===== config.mk =====
export PLATFORM = sky130hd
export DESIGN_NAME = gray_ro_sched
export DESIGN_NICKNAME = d
export VERILOG_FILES = /design/src/rtl/gray_ro_pkg.sv /design/src/rtl/gray2bin.sv /design/src/rtl/gray_ro_sched.sv
export SDC_FILE = /design/constraint.sdc
export NUM_CORES = 1
export LEC_CHECK = 0
export ABC_AREA = 1
export BUFFER_PORTS_ARGS = -buffer_cell sky130_fd_sc_hd__buf_2
export CAP_MARGIN = 20
export CORE_MARGIN = 8
export CORE_UTILIZATION = 48
export CTS_BUF_LIST = sky130_fd_sc_hd__clkbuf_2 sky130_fd_sc_hd__clkbuf_4 sky130_fd_sc_hd__clkbuf_8
export DETAILED_ROUTE_END_ITERATION = 10
export PLACE_DENSITY = 0.74
export SLEW_MARGIN = 20
export SYNTH_ARGS = -nofsm -noshare
export SYNTH_HDL_FRONTEND = slang
export SYNTH_SLANG_ARGS = --single-unit

===== constraint.sdc =====
create_clock -name clk_ext -period 9 [get_ports clk_ext]
set_input_delay 1.8 -clock clk_ext [delete_from_list [all_inputs] [get_ports clk_ext]]
set_output_delay 1.8 -clock clk_ext [all_outputs]
set_load 0.02 [all_outputs]

===== src/rtl/gray_ro_pkg.sv =====
// Shared definitions for the gray-code readout blocks: scheduler states,
// default geometry and the resulting serial frame length.
package gray_ro_pkg;

  typedef enum logic [2:0] {
    ST_IDLE,
    ST_START,
    ST_ID,
    ST_DATA,
    ST_PAR,
    ST_STOP
  } state_t;

  localparam int N_CH_DEF = 8;
  localparam int W_DEF    = 8;

  // start + channel id + data + parity + stop
  localparam int F = 1 + $clog2(N_CH_DEF) + W_DEF + 1 + 1;

endpackage


===== src/rtl/gray2bin.sv =====
// Combinational gray-to-binary converter: each binary bit is the XOR of all
// gray bits at or above its position.
module gray2bin #(
  parameter int W = 8
) (
  input  logic [W-1:0] i_gray,
  output logic [W-1:0] o_bin
);

  genvar gi;
  generate
    for (gi = 0; gi < W; gi++) begin : g_bit
      assign o_bin[gi] = ^i_gray[W-1:gi];
    end
  endgenerate

endmodule


===== src/rtl/gray_ro_sched.sv =====
// Round-robin readout scheduler: grants one requesting gray_ro channel,
// converts its word to binary and shifts out a framed serial packet.
module gray_ro_sched
  import gray_ro_pkg::*;
#(
  parameter int N_CH = N_CH_DEF,
  parameter int W    = W_DEF
) (
  input  logic              clk_ext,
  input  logic              rst_ext,
  input  logic              en,
  input  logic [N_CH-1:0]   ch_req,
  input  logic [N_CH*W-1:0] ch_data,
  output logic [N_CH-1:0]   ch_ack,
  output logic              ser_out,
  output logic              ser_frame,
  output logic              busy
);

  localparam int CH_W  = $clog2(N_CH);
  localparam int SW    = (W > CH_W) ? W : CH_W;
  localparam int CNT_W = $clog2(SW + 1);

  state_t            r_state, w_state_next;
  logic [CNT_W-1:0]  r_cnt, w_cnt_next;
  logic [SW-1:0]     r_sh, w_sh_next;
  logic [CH_W-1:0]   r_ptr, r_id;
  logic [W-1:0]      r_bin;
  logic [N_CH-1:0]   r_ack;
  logic              r_ser_out, r_ser_frame, r_busy;

  logic [2*N_CH-1:0] w_dbl;
  logic [N_CH-1:0]   w_rot;
  logic [CH_W-1:0]   w_off, w_gnt;
  logic              w_grant;
  logic [W-1:0]      w_gray_sel, w_bin;
  logic [SW-1:0]     w_id_al, w_bin_al;
  logic [N_CH-1:0]   w_ack_next;
  logic              w_ser_out_next, w_frame_next;

  // Arbiter: rotate requests so ptr sits at bit 0, pick the lowest set bit,
  // then add ptr back (wraps naturally because N_CH is a power of two).
  assign w_dbl = {ch_req, ch_req} >> r_ptr;
  assign w_rot = w_dbl[N_CH-1:0];

  always_comb begin
    w_off = '0;
    for (int k = N_CH - 1; k >= 0; k--) begin
      if (w_rot[k]) w_off = CH_W'(k);
    end
  end

  assign w_gnt      = r_ptr + w_off;
  assign w_grant    = (r_state == ST_IDLE) && en && (|ch_req);
  assign w_gray_sel = ch_data[w_gnt*W +: W];

  gray2bin #(.W(W)) u_gray2bin (
    .i_gray (w_gray_sel),
    .o_bin  (w_bin)
  );

  assign w_id_al  = SW'(r_id)  << (SW - CH_W);
  assign w_bin_al = SW'(r_bin) << (SW - W);

  always_ff @(posedge clk_ext or negedge rst_ext) begin
    if (!rst_ext) begin
      r_state <= ST_IDLE;
      r_cnt   <= '0;
      r_sh    <= '0;
    end else begin
      r_state <= w_state_next;
      r_cnt   <= w_cnt_next;
      r_sh    <= w_sh_next;
    end
  end

  // The single bit counter is reloaded on entry to ID and to DATA.
  always_comb begin
    w_state_next = r_state;
    w_cnt_next   = r_cnt;
    w_sh_next    = r_sh;
    case (r_state)
      ST_IDLE:  if (w_grant) w_state_next = ST_START;
      ST_START: begin
        w_state_next = ST_ID;
        w_cnt_next   = CNT_W'(CH_W - 1);
        w_sh_next    = w_id_al;
      end
      ST_ID: begin
        if (r_cnt == '0) begin
          w_state_next = ST_DATA;
          w_cnt_next   = CNT_W'(W - 1);
          w_sh_next    = w_bin_al;
        end else begin
          w_cnt_next = r_cnt - 1'b1;
          w_sh_next  = r_sh << 1;
        end
      end
      ST_DATA: begin
        if (r_cnt == '0) begin
          w_state_next = ST_PAR;
        end else begin
          w_cnt_next = r_cnt - 1'b1;
          w_sh_next  = r_sh << 1;
        end
      end
      ST_PAR:  w_state_next = ST_STOP;
      ST_STOP: w_state_next = ST_IDLE;
      default: w_state_next = ST_IDLE;
    endcase
  end

  // Outputs are computed from the next state so they can be registered.
  always_comb begin
    w_ser_out_next = 1'b0;
    case (w_state_next)
      ST_START:       w_ser_out_next = 1'b1;
      ST_ID, ST_DATA: w_ser_out_next = w_sh_next[SW-1];
      ST_PAR:         w_ser_out_next = ^{r_id, r_bin};
      default:        w_ser_out_next = 1'b0;
    endcase
    w_frame_next = (w_state_next != ST_IDLE);
    w_ack_next   = w_grant ? (N_CH'(1) << w_gnt) : '0;
  end

  always_ff @(posedge clk_ext or negedge rst_ext) begin
    if (!rst_ext) begin
      r_ptr       <= '0;
      r_id        <= '0;
      r_bin       <= '0;
      r_ack       <= '0;
      r_ser_out   <= 1'b0;
      r_ser_frame <= 1'b0;
      r_busy      <= 1'b0;
    end else begin
      if (w_grant) begin
        r_ptr <= w_gnt + 1'b1;
        r_id  <= w_gnt;
        r_bin <= w_bin;
      end
      r_ack       <= w_ack_next;
      r_ser_out   <= w_ser_out_next;
      r_ser_frame <= w_frame_next;
      r_busy      <= w_frame_next;
    end
  end

  assign ch_ack    = r_ack;
  assign ser_out   = r_ser_out;
  assign ser_frame = r_ser_frame;
  assign busy      = r_busy;

endmodule


==> flow_summary.yaml <==
cts:
  cts_hold_buf: 0
  htreeDepth: 2
  cts_buffer_depth: 2
  clockRootBuffer: "clkbuf_8"
  numClockSinks: 38
  cts_made_buffers: 5
  tritoncts: "built"
  insertion_delay_ps: 280
  cts-resized-gates: 0
  cts_setup_buffers: 0
  clk_pin_slew_worst_paths_ps: 70
route:
  num_vias: 3360
  drtIter0Drc: 131
  wl_per_cell_um: 12.3
  wirelength_mm: 7.86
  first_pass_iters: 5
  drt-vias-per-instance: 5.24
  ant_nets: 0
  drc_errors: 0
global_routing:
  antenna_found_initial: 0
  grt-ovfl-total: 0
  grt_pass1_wl_mm: 13.9
  grt_pass1_vias: 3305
  grt_max_degree: 39
  grt.total_usage_pct: 16.7
setup_path:
  path_class: "input pin to flop"
  start_kind: "input pin"
  arrival_ps: 6100
  cp.required_ps: 9170
  r2r_slack_ps: 4010
  cp-end-kind: "flop"
  cp_max_fo: 36
placed_design:
  post-place-ws_ps: 2770
  gp_congestion: 0.864
  dp_hpwl_mm: 6.28
  io_buffers: 85
outcome:
  status: "finished, final reports clean"
sta:
  hold_ws_ps: 516
  relSlewSlack_pct: 30.1
  slew_viol_final: 0
  fin_ws_ps: 3080
  max_freq_mhz: 169
  hold_viol: 0
  finalSetupTns_ps: 0
  rsz0062_at_grt: "no"
  skew_ps: 5.03
  period_share_pct: 65.8
  setup_viol: 0
  tightest_slew_ps: 1050
  period_needed_ps: 5920
logic_synthesis:
  synth_edf_count: 0
  syn_inst: 495
  synth_nets: 579
  async_flop_share_pct: 100
  synth_area_per_cell_um2: 6.43
  yosys_register_bits: 38
  synth_cell_types: 37
  synth_area_um2: 3180
  synth-seq-area-share_pct: 29.9
  yosysWarnings: 0
  synth_ff_type: "dfrtp_1"
final_layout:
  area_delta_synth_final_pct: 15.2
  final_nets: 649
  final_common_cell: "nand2_1"
  nFillCells: 615
  final_cell_mix: "187 x nand2_1, 85 x buf_2, 47 x nand3_1, 38 x dfrtp_1, 34 x inv_1"
  final_core_util_pct: 57.4
  drive_above_1_share_pct: 20.9
  diodes: 0
flow_run:
  maxCapViolCount: 0
floorplan:
  io_pins: 86
  die_area_um2: 9490
  start_util_pct: 49.8
  core_um2: 6390
  die_w_um: 97.4
  num_rows: 29
  dieHeight_um: 97.4
worst_hold_path:
  hold_path.class: "flop to flop"
final timing paths:
check | from | endpoint | cells after the start
worst max-delay path | ch_req[2] | r_bin[0]$_DFFE_PN0P_ | 24
worst min-delay path | r_sh[4]$_DFFE_PN0P_ | r_sh[4]$_DFFE_PN0P_ | 2
worst max register to register | r_ptr[0]$_DFFE_PN0P_ | r_bin[0]$_DFFE_PN0P_ | 24
worst min register to register | r_sh[4]$_DFFE_PN0P_ | r_sh[4]$_DFFE_PN0P_ | 2
max in group asynchronous | rst_ext | r_sh[1]$_DFFE_PN0P_ | 1
min in group asynchronous | rst_ext | r_ptr[2]$_DFFE_PN0P_ | 1
registers in the layout, summed over array words and instances (netlist names):
name     count
r_id         3
r_bin        8
r_state      3
busy         1
r_cnt        4
ser_out      1
r_sh         7
r_ptr        3
ch_ack       8
layer usage:
metal	global-route usage (%)	vias up	part of all wire [%]
met4	4.55	0	1.1
met1	19.5	1511	44
met2	29.7	91	50
met3	3.63	7	5.0
li1	-	1751	-
met5	0	-	0
area by class of cell:
| type | instances | area (um2) | area share, % |
|---|---|---|---|
| flip-flops and latches | 38 | 951 | 25.9 |
| clock buffers | 6 | 82.6 | 2.25 |
| multi-input cells | 391 | 1940 | 52.9 |
| inverters | 44 | 170 | 4.64 |
| well taps | 77 | 96.3 | 2.63 |
| repair buffers | 85 | 425 | 11.6 |
cells in the mapped netlist, types with 3 or more instances:
cell type	n	area share (%)
xnor2_1	9	2.5
xor2_1	3	0.83
clkinv_1	3	0.35
o22ai_1	6	1.2
ha_1	8	3.1
nand3b_1	7	1.7
nor4_1	4	0.79
clkbuf_1	14	1.7
inv_2	6	0.71
a21oi_1	15	2.4
buf_4	4	0.94
inv_1	34	4.0
nor2_1	28	3.3
a32oi_1	8	2.2
nand2_2	12	2.4
dfrtp_1	38	30
nand2_1	187	22
nor3_1	6	0.94
buf_6	3	1.1
a31oi_1	9	1.8
nand3_1	47	7.4
o21ai_0	26	4.1
critical path, cell delays in order:
cell and delay, ps:
buf_2 110, nand2_1 80, nand3_1 100, nand3_1 120
nand2_1 80, a31oi_1 130, o21ai_0 90, nand2_1 60
a21boi_0 80, ha_1 980, clkinv_1 1020, o21ai_0 450
o22ai_1 140, nand3b_1 170, nand2_1 100, nand2_1 70
nand2_2 80, inv_2 40, nand2_2 70, nand2_1 70
nand2_1 70, nand2_1 50, nand2_1 50, nand2_1 50
metrics by stage:
stage / area [um2] / instances
5_1_grt: 3670 / 641
6_report: 3670 / 641
2_1_floorplan: 3180 / 495
3_5_place_dp: 3580 / 635
4_1_cts: 3670 / 641
3_3_place_gp: 3580 / 635
cells by family after synthesis:
| kind of cell | after synthesis | share of synthesized area, % |
|---|---|---|
| AO/OA/AOI/OAI | 71 | 13.2 |
| XOR/XNOR | 12 | 3.30 |
| adder cells (fa/ha/maj) | 9 | 3.77 |
| buffers and inverters | 66 | 9.16 |
| flip-flops | 38 | 29.9 |
| AND/OR/NAND/NOR | 299 | 40.6 |
Power is left out: the tool's default activity adds up to more than one toggle a clock period on the data nets, which glitch-free logic cannot reach.
